$ cat src/rtl/seq_gated_capture_path.sv
// Serial pattern detector that gates parallel data captures: one capture per match,
// or a burst of WIN_LEN consecutive captures when the match arrives in windowed mode.
module seq_gated_capture_path #(
    parameter int                DATA_W  = 16,
    parameter int                PAT_W   = 4,
    parameter logic [PAT_W-1:0]  PATTERN = 4'b1010,
    parameter int                WIN_LEN = 4,
    parameter int                CNT_W   = 8
) (
    input  logic              clk,
    input  logic              reset,
    input  logic              en,
    input  logic              mode,
    input  logic              bit_in,
    input  logic              bit_valid,
    input  logic [DATA_W-1:0] data_in,
    input  logic              clr_cnt,
    output logic [DATA_W-1:0] data_out,
    output logic              out_valid,
    output logic              match,
    output logic              busy,
    output logic [CNT_W-1:0]  match_cnt
);

    typedef enum logic [1:0] {
        S_IDLE    = 2'd0,
        S_HUNT    = 2'd1,
        S_CAPTURE = 2'd2
    } state_t;

    localparam int FILL_W = $clog2(PAT_W + 1);
    // The window counter only has to reach WIN_LEN-2: the detect edge is capture #1.
    localparam int WIN_W  = (WIN_LEN > 2) ? $clog2(WIN_LEN - 1) : 1;
    localparam logic [WIN_W-1:0]  WIN_INIT = WIN_W'((WIN_LEN > 1) ? (WIN_LEN - 2) : 0);
    localparam logic [FILL_W-1:0] FILL_MAX = FILL_W'(PAT_W);
    localparam logic [FILL_W-1:0] FILL_HIT = FILL_W'(PAT_W - 1);
    localparam logic [CNT_W-1:0]  CNT_MAX  = {CNT_W{1'b1}};

    state_t             r_state;
    logic [PAT_W-1:0]   r_shift;
    logic [FILL_W-1:0]  r_fill;
    logic [WIN_W-1:0]   r_win;
    logic [DATA_W-1:0]  r_data_out;
    logic               r_out_valid;
    logic               r_match;
    logic [CNT_W-1:0]   r_match_cnt;

    logic               w_active;
    logic [PAT_W-1:0]   w_window;
    logic               w_filled;
    logic               w_detect;

    // Leaving IDLE and dropping en both count as inactive, so neither shifts a bit.
    assign w_active = en && (r_state != S_IDLE);
    assign w_window = {r_shift[PAT_W-2:0], bit_in};
    assign w_filled = (r_fill >= FILL_HIT);
    assign w_detect = w_active && bit_valid && w_filled && (w_window == PATTERN);

    always_ff @(posedge clk or posedge reset) begin
        if (reset) begin
            r_shift <= '0;
            r_fill  <= '0;
        end else if (!w_active) begin
            r_shift <= '0;
            r_fill  <= '0;
        end else if (bit_valid) begin
            r_shift <= w_window;
            if (r_fill != FILL_MAX) begin
                r_fill <= r_fill + 1'b1;
            end
        end
    end

    always_ff @(posedge clk or posedge reset) begin
        if (reset) begin
            r_state     <= S_IDLE;
            r_win       <= '0;
            r_data_out  <= '0;
            r_out_valid <= 1'b0;
            r_match     <= 1'b0;
        end else begin
            r_out_valid <= 1'b0;
            r_match     <= w_detect;
            case (r_state)
                S_IDLE: begin
                    r_win <= '0;
                    if (en) begin
                        r_state <= S_HUNT;
                    end
                end
                S_HUNT: begin
                    if (!en) begin
                        r_state <= S_IDLE;
                    end else if (w_detect) begin
                        r_data_out  <= data_in;
                        r_out_valid <= 1'b1;
                        if (mode && (WIN_LEN > 1)) begin
                            r_state <= S_CAPTURE;
                            r_win   <= WIN_INIT;
                        end
                    end
                end
                S_CAPTURE: begin
                    if (!en) begin
                        r_state <= S_IDLE;
                        r_win   <= '0;
                    end else begin
                        r_data_out  <= data_in;
                        r_out_valid <= 1'b1;
                        if (r_win == '0) begin
                            r_state <= S_HUNT;
                        end else begin
                            r_win <= r_win - 1'b1;
                        end
                    end
                end
                default: begin
                    r_state <= S_IDLE;
                    r_win   <= '0;
                end
            endcase
        end
    end

    // Clear has priority over a coincident detect.
    always_ff @(posedge clk or posedge reset) begin
        if (reset) begin
            r_match_cnt <= '0;
        end else if (clr_cnt) begin
            r_match_cnt <= '0;
        end else if (w_detect && (r_match_cnt != CNT_MAX)) begin
            r_match_cnt <= r_match_cnt + 1'b1;
        end
    end

    assign data_out  = r_data_out;
    assign out_valid = r_out_valid;
    assign match     = r_match;
    assign busy      = (r_state == S_CAPTURE);
    assign match_cnt = r_match_cnt;

endmodule

$ cat config.mk
export PLATFORM = sky130hd
export DESIGN_NAME = seq_gated_capture_path
export DESIGN_NICKNAME = d
export VERILOG_FILES = /design/src/rtl/seq_gated_capture_path.sv
export SDC_FILE = /design/constraint.sdc
export NUM_CORES = 1
export LEC_CHECK = 0
export CORE_ASPECT_RATIO = 1.1
export CORE_UTILIZATION = 43
export DETAILED_ROUTE_END_ITERATION = 8
export HOLD_SLACK_MARGIN = 0.06
export PLACE_DENSITY = 0.71
export SYNTH_ARGS = -nofsm -noshare
export SYNTH_HDL_FRONTEND = slang
export SYNTH_SLANG_ARGS = --single-unit
export TNS_END_PERCENT = 30
$ cat constraint.sdc
create_clock -name clk -period 1.95 [get_ports clk]
set_clock_uncertainty 0.2 [all_clocks]
set_input_delay 0.39 -clock clk [delete_from_list [all_inputs] [get_ports clk]]
set_output_delay 0.39 -clock clk [all_outputs]
set_load 0.005 [all_outputs]
==> results of run 1 <==
cells in the final DEF, fill, tap and decap left out, drive strengths merged:
cell type      count
o21a               1
a21oi              9
and4b              1
xnor2              1
clkdlybuf4s15      1
nand2b             1
a211o              1
a21boi             1
nor3b              1
clkinv             1
nand3b             1
a31oi              2
nand3              5
o22ai              1
o2bb2ai            1
dlygate4sd2        1
o21ai              5
ha                 9
nand4              3
nand2              7
o32a               1
and4               2
nor2               7
clkdlybuf4s50     47
dfrtp             36
mux2i              6
clkbuf             6
a41oi              1
o31ai              4
or4                5
inv               14
a2111oi            1
buf               23
nor3               3
nor4               1
and2               2
a211oi             1
mux2              16
or3                1
repair_timing:
action | 4_1_cts | 5_1_grt
gates resized for setup | 13 | 14
pin swaps | 10 | 4
endpoints found under the setup margin | 28 | 29
buffers inserted | 3 | 1
hold endpoints to repair | 0 | 0
Yosys cell counts:
master,n
sky130_fd_sc_hd__a2111oi_0,1
sky130_fd_sc_hd__a211o_1,1
sky130_fd_sc_hd__a211oi_1,1
sky130_fd_sc_hd__a21boi_0,1
sky130_fd_sc_hd__a21oi_1,9
sky130_fd_sc_hd__a31oi_1,2
sky130_fd_sc_hd__a41oi_1,1
sky130_fd_sc_hd__and2_1,2
sky130_fd_sc_hd__and4_4,2
sky130_fd_sc_hd__and4b_4,1
sky130_fd_sc_hd__buf_1,1
sky130_fd_sc_hd__buf_2,1
sky130_fd_sc_hd__buf_4,3
sky130_fd_sc_hd__buf_8,1
sky130_fd_sc_hd__dfrtp_1,36
sky130_fd_sc_hd__ha_1,9
sky130_fd_sc_hd__inv_1,14
sky130_fd_sc_hd__mux2_2,6
sky130_fd_sc_hd__mux2_4,10
sky130_fd_sc_hd__mux2i_1,5
sky130_fd_sc_hd__mux2i_4,1
sky130_fd_sc_hd__nand2_1,7
sky130_fd_sc_hd__nand2b_1,1
sky130_fd_sc_hd__nand3_1,4
sky130_fd_sc_hd__nand3_4,1
sky130_fd_sc_hd__nand3b_1,1
sky130_fd_sc_hd__nand4_1,3
sky130_fd_sc_hd__nor2_1,7
sky130_fd_sc_hd__nor3_1,3
sky130_fd_sc_hd__nor3b_4,1
sky130_fd_sc_hd__nor4_1,1
sky130_fd_sc_hd__o21a_1,1
sky130_fd_sc_hd__o21ai_0,5
sky130_fd_sc_hd__o22ai_1,1
sky130_fd_sc_hd__o2bb2ai_1,1
sky130_fd_sc_hd__o31ai_1,4
sky130_fd_sc_hd__o32a_1,1
sky130_fd_sc_hd__or3_2,1
sky130_fd_sc_hd__or4_1,5
sky130_fd_sc_hd__xnor2_1,1
power groups by stage:
stage / combinational, mW / sequential (mW) / clock, mW
finish: 0.482 / 0.787 / 0.501
CTS: 0.445 / 0.786 / 0.510
global route: 0.525 / 0.788 / 0.546
detailed placement: 0.400 / 0.799 / 0
floorplan: 0.234 / 0.803 / 0
global placement: 0.382 / 0.798 / 0
state kept, by name, summed over array words and instances, names as in the netlist:
register	flops
data_out	16
match	1
match_cnt	8
out_valid	1
r_fill	3
r_shift	3
r_state	2
r_win	2
per-layer routing:
layer  GRT usage  vias to the layer above  wire, um
li1            -                      710         -
met1       0.243                      733      1830
met2       0.372                       31      2490
met3      0.0565                        8       143
met4      0.0790                        0        63
met5           0                        -         0
worst paths after layout:
path	to	startpoint	slack, ns	cells past startpoint
worst max-delay path	match_cnt[5]	r_state[1]	-0.14	7
worst min-delay path	data_out[8]	reset	0.21	3
worst max register to register	match_cnt[5]	r_state[1]	-0.14	7
worst min register to register	data_out[8]	data_out[8]	0.31	1
max in group asynchronous	data_out[12]	reset	1.04	3
min in group clk	r_shift[0]	bit_in	0.30	3
metrics by stage:
stage	utilization	hold slack (ns)
after floorplan	-	0.286
after global placement	0.625	0.292
after detailed placement	0.625	0.296
after CTS	0.661	0.215
after global routing	0.677	0.272
final	0.677	0.214
logic make-up after synthesis:
family	Yosys count
and+or+nand+nor	40
muxes	22
xor gates and xnor gates	1
AOI/OAI and AO/OA	29
buffers and inverters	20
adders and majority gates	9
DFF	36
layout make-up:
cell class              count  area share
inverters                  14      0.0200
multi-input cells         101       0.347
flip-flops and latches     36       0.328
clock inverters             1     0.00182
clock buffers               6      0.0264
well taps                  52      0.0237
repair buffers             72       0.253
critical path, delay by kind of cell, from the launching register on:
family / cells / cell delay (ns)
and+or+nand+nor: 3 / 0.92
DFF: 1 / 0.38
adders and majority gates: 1 / 0.16
buffers and inverters: 2 / 0.22
AOI/OAI and AO/OA: 1 / 0.13
==> results by group, run 1 <==
Clock network
  • CTS sink cnt: 36
  • Clock-pin slew on the worst setup and hold paths: 0.07 ns
  • Inserted Clock Buffers: 5
  • CTS H-tree depth: 2
  • Worst skew pair latency: roughly 0.29 ns
  • Number of hold buffers added after cts: 0
  • Buffer cell driving the clock tree root: sky130_fd_sc_hd__clkbuf_8
  • Clock tree buffer depth: 2
  • TritonCTS clock tree: built

Drt
  • Total via count in the routed design: roughly 1500
  • Total wire length after detailed routing: 4530 um
  • Residual antenna-violating net count after detailed routing: 0
  • First-pass DRT Iterations: 4
  • Average detailed-routed wire length per instance: 16.1 um
  • DRC: 0
  • Vias/cell: roughly 5.3
  • Drt first-iter violations: 98

Logic synthesis
  • Synth warn: 0
  • Adder-Cell Fraction of Synth Area: 0.0607
  • Compound-cell area share of the yosys netlist: 0.101
  • Dominant combinational cell family by area after synthesis: multiplexers
  • Post-synthesis instance total: 157
  • Cell type with the largest total area after synthesis: sky130_fd_sc_hd__dfrtp_1
  • Cell area after synthesis: 1850 um2
  • Multiplexer fraction of the synthesized cell area: 0.157
  • Flip-flop and latch count after synthesis: 36
  • XOR/XNOR Fraction of Synth Area: 0.00472
  • Area fraction of the dominant cell type after synthesis: 0.486
  • Leading cell types by total area after synthesis: sky130_fd_sc_hd__dfrtp_1 (49%), sky130_fd_sc_hd__mux2_4 (8.1%), sky130_fd_sc_hd__ha_1 (6.1%), sky130_fd_sc_hd__mux2_2 (3.6%), sky130_fd_sc_hd__inv_1 (2.8%)
  • Net Count, Synth: about 190
  • Yosys cell types: 40
  • Share of the yosys chip area belonging to registers: 0.486
  • Simple-gate share of the synthesized area: 0.138
  • Post-Syn Area per Cell: roughly 12 um2

Critical path
  • Critical Path AT: 2.11 ns
  • Nature of the critical path endpoint: flip-flop
  • Type of the setup path with the least slack: flip-flop to flip-flop
  • Maximum cell stage delay along the critical path: roughly 0.5 ns
  • Worst setup SP type: flip-flop
  • Slowest cell on crit path: sky130_fd_sc_hd__or4_4
  • Top fanout value on the critical path: 9
  • Required @ worst endpoint: 1.97 ns
  • Chain of cells forming the critical path: inv_2 > ha_4 > nor3b_4 > nand3_4 > buf_12 > or4_4 > a21oi_2

Place
  • Worst setup slack after placement: -0.462 ns
  • Cell area reported after detailed placement: 2530 um2
  • Inst Count DP: 271
  • IO buf count: 49
  • Routability Congestion: roughly 0.86
  • Detailed placement HPWL: 3300 um

Die
  • Y dimension of the die: 70.9 um
  • Number of placement rows: 24
  • Floorplan Core Area: 4050 um2
  • Initial Util: 0.457
  • # IOs: 50
  • Die ar.: approximately 4600 um2
  • Overall die width: 64.6 um

Outcome
  • Failing checks: negative setup slack
  • Outcome: complete, but fails checks

Pwr
  • Pwr dens: 644 nW/um2
  • Static Leak: 1.19 nW
  • Power, Total: 1.77 mW
  • Internal power: between 1 and 1.5 mW
  • Sw Share: 0.285
  • Clock share of power: 0.283
  • Worst IR drop on VDD: around 450 uV
  • P_sw: 505 uW
  • Sequential share of power: 0.445
  • Combinational cell fraction of total power: 0.273

Cells and area
  • Final-layout fill cell count: a little under 300
  • Area added between synthesis and finish: 48.1%
  • Filler-free cell count of the finished design: 282
  • Sequential Area: approximately 900 um2
  • Area used by multi-input combinational logic: 953 um2
  • Fraction of final layout cells sized beyond drive strength 1: 0.300
  • Final Instance Area: 2750 um2
  • Count of nets after finishing: 262
  • Antenna cell count: 0

Global route
  • Global-route wire length before repair: between 7000 and 8000 um
  • Total routing usage reported by global routing: 0.211
  • Vias in the first global route: 1558
  • Number of antenna violations at the first check in global routing: 0
  • Residual overflow from global routing: 0
  • Maximum number of pins on one net before global-route repair: 25

Timing
  • Total count of max-transition violations in the final report: 0
  • Max-Slew Margin vs Limit: 0.720
  • Setup TNS: -2.49 ns
  • Fin crit share: 1.07
  • Least-Margin Pin Slew: 0.416 ns
  • Post-route minimum period: ~2.1 ns
  • Setup-violating endpoint count in the final report: 27
  • Maximum clock rate: 479 MHz
  • Unrepaired setup endpoints after global routing: true
  • Hold Vio Cnt, Final: 0
  • Final setup margin: -0.136 ns

Worst hold path
  • Worst min-delay path category: input pin to asynchronous set/reset pin

Run
  • Number of maximum-capacitance constraint violations: 0
Power figures use the tool's default switching activity.
==> run 2: changes to the inputs <==
- HOLD_SLACK_MARGIN: 0.06 -> 0.05
- PLACE_DENSITY: 0.71 -> default
- PLACE_DENSITY_LB_ADDON: default -> 0.1
==> results by group, run 2 (synthesis gave the netlist of run 1 again) <==
Pwr
  • Internal power: 1.31 mW (+3.8%)
  • Clock share of power: 0.297 (+0.014)
  • Sequential share of power: 0.434 (-0.011)
  • Worst IR drop on VDD: 458 uV (+1.4%)
  • P_sw: 496 uW (-1.7%)
  • Static Leak: 1.20 nW (+0.61%)
  • Sw Share: 0.274 (-0.0110)
  • Combinational cell fraction of total power: 0.269 (-0.004)
  • Pwr dens: 651 nW/um2 (+0.97%)

Worst hold path
  • Worst min-delay path category: input pin to asynchronous set/reset pin

Clock network
  • Clock tree buffer depth: 2 (unchanged)
  • TritonCTS clock tree: built
  • Inserted Clock Buffers: 5 (unchanged)
  • Number of hold buffers added after cts: 0 (unchanged)
  • Clock-pin slew on the worst setup and hold paths: 0.08 ns (about the same)
  • CTS H-tree depth: 2 (unchanged)
  • Worst skew pair latency: 0.29 ns (about the same)
  • CTS sink cnt: 36 (unchanged)
  • Buffer cell driving the clock tree root: sky130_fd_sc_hd__clkbuf_8

Global route
  • Number of antenna violations at the first check in global routing: 0 (unchanged)
  • Global-route wire length before repair: 7160 um (-1.2%)
  • Total routing usage reported by global routing: 0.201 (-0.0101)
  • Residual overflow from global routing: 0 (unchanged)
  • Maximum number of pins on one net before global-route repair: 19 (-24%)
  • Vias in the first global route: 1589 (+2.0%)

Place
  • Detailed placement HPWL: 3070 um (-6.7%)
  • IO buf count: 49 (unchanged)
  • Routability Congestion: 0.812 (-5.5%)

Critical path
  • Maximum cell stage delay along the critical path: 0.48 ns (-0.03 ns)
  • Nature of the critical path endpoint: flip-flop
  • Kind of cell with the highest combined delay on the critical path: buffers and inverters
  • Chain of cells forming the critical path: clkdlybuf4s50_1 > nor3b_4 > nand3_4 > mux2i_4 > buf_12 > mux2_2
  • Top fanout value on the critical path: 16 (+7)
  • Worst setup SP type: input pin
  • Required @ worst endpoint: 1.92 ns (-0.05 ns)
  • Slowest cell on crit path: sky130_fd_sc_hd__clkdlybuf4s50_1
  • Crit path buffers/inverters: 2 (unchanged)
  • Critical Path AT: 2.03 ns (-0.08 ns)
  • Type of the setup path with the least slack: input pin to flip-flop

Timing
  • Final setup margin: -0.116 ns (+0.0203 ns)
  • Setup-violating endpoint count in the final report: 27 (unchanged)
  • Post-route minimum period: 2.07 ns (-0.0203 ns)
  • Total count of max-transition violations in the final report: 0 (unchanged)
  • Least-Margin Pin Slew: 0.423 ns (+0.00737 ns)
  • Max-Slew Margin vs Limit: 0.715 (-0.00495)
  • Maximum clock rate: 484 MHz (+0.98%)
  • Unrepaired setup endpoints after global routing: true
  • Setup TNS: -1.90 ns (+0.586 ns)
  • Hold Vio Cnt, Final: 0 (unchanged)
  • Worst hold margin: 0.254 ns (+0.0399 ns)
  • Fin crit share: 1.06 (-0.0104)

Die
  • Floorplan Core Area: 4050 um2 (unchanged)
  • Initial Util: 0.457 (unchanged)
  • Number of placement rows: 24 (unchanged)
  • Overall die width: 64.6 um (unchanged)
  • # IOs: 50 (unchanged)
  • Die ar.: 4580 um2 (unchanged)
  • Y dimension of the die: 70.9 um (unchanged)

Drt
  • First-pass DRT Iterations: 4 (unchanged)
  • Drt first-iter violations: 70 (-29%)
  • Residual antenna-violating net count after detailed routing: 0 (unchanged)
  • Total wire length after detailed routing: 4300 um (-5.1%)
  • DRC: 0 (unchanged)
  • Vias/cell: 5.28 (+0.40%)
  • Average detailed-routed wire length per instance: 15.0 um (-6.4%)
  • Total via count in the routed design: 1509 (+1.8%)

Cells and area
  • Area added between synthesis and finish: 49.9%
  • Antenna cell count: 0 (unchanged)
  • Fraction of final layout cells sized beyond drive strength 1: 0.308 (+0.00769)
  • Most used cells in the layout excluding fill and tap cells: sky130_fd_sc_hd__clkdlybuf4s50_1 (47), sky130_fd_sc_hd__dfrtp_1 (36), sky130_fd_sc_hd__buf_4 (24)
  • Count of nets after finishing: 265 (+1.1%)
  • Commonest non-fill, non-tap cell in the layout: sky130_fd_sc_hd__clkdlybuf4s50_1
  • Number of flip-flops in the largest register: 16 (unchanged)

Run
  • Number of maximum-capacitance constraint violations: 0 (unchanged)

Outcome
  • Failing checks: negative setup slack
  • Outcome: complete, but fails checks
## run 2: changes by cell type in the layout (fill, tap and decap cells not counted), moves of 3 or more
cell	previous run	this run
sky130_fd_sc_hd__o31ai_1	4	1
sky130_fd_sc_hd__buf_4	19	24
sky130_fd_sc_hd__mux2_2	6	2
sky130_fd_sc_hd__o31ai_2	0	3
sky130_fd_sc_hd__mux2_4	10	14
## run 2: repair_timing
| action | in CTS | in global routing |
|---|---|---|
| pin swaps | 8 | 3 |
| endpoints found under the setup margin | 28 | 28 |
| hold endpoints to repair | 0 | 0 |
| gates resized for setup | 14 | 12 |
| setup buffers | 2 | 1 |
| gates cloned | 1 | 0 |
## run 2: layer usage
layer | vias to the layer above | track usage | part of all wire
met5 | - | 0 | 0
met4 | 0 | 0.0593 | 0.011
met3 | 7 | 0.0548 | 0.047
met2 | 43 | 0.346 | 0.52
met1 | 740 | 0.244 | 0.42
li1 | 719 | - | -
## run 2: worst register-to-register path, delay by kind of cell (launching register included)
kind	cells	cell delay, ns
mux	2	0.53
flops	1	0.36
fa+ha+maj	1	0.16
buf+inv	2	0.25
simple gates	2	0.43
## run 2: path summary, 6_finish.rpt
| path | to | slack [ns] | from | depth (start not counted) |
|---|---|---|---|---|
| min | match_cnt[1] | 0.25 | reset | 3 |
| max reg2reg | data_out[15] | -0.09 | r_state[0] | 7 |
| min in group clk | data_out[8] | 0.31 | data_out[8] | 1 |
| max in group asynchronous | match_cnt[0] | 1.09 | reset | 3 |
| min reg2reg | data_out[8] | 0.31 | data_out[8] | 1 |
| max | data_out[15] | -0.12 | en | 6 |
## run 2: cell type report
cell class | instances | area [um2]
multi-input combinational | 102 | 983
timing repair buffer | 74 | 688
clock buffer | 8 | 90.1
sequential | 36 | 901
fill | 323 | 1270
inverter | 14 | 52.6
tap | 52 | 65.1
## run 2: power by group through the flow
| stage | sequential (mW) | clock [mW] | combinational [mW] |
|---|---|---|---|
| after floorplan | 0.803 | 0 | 0.234 |
| after global placement | 0.797 | 0 | 0.389 |
| after detailed placement | 0.798 | 0 | 0.407 |
| after CTS | 0.786 | 0.550 | 0.435 |
| after global routing | 0.788 | 0.584 | 0.539 |
| final | 0.786 | 0.537 | 0.486 |
## run 2: metrics by stage
step	util	cell area, um2	instances	setup WS (ns)	power (mW)
2_1_floorplan	-	1860	157	-0.120	1.04
3_3_place_gp	0.627	2540	274	-0.381	1.19
3_5_place_dp	0.627	2540	274	-0.448	1.21
4_1_cts	0.669	2710	285	-0.119	1.77
5_1_grt	0.686	2780	286	-0.181	1.91
6_report	0.686	2780	286	-0.116	1.81
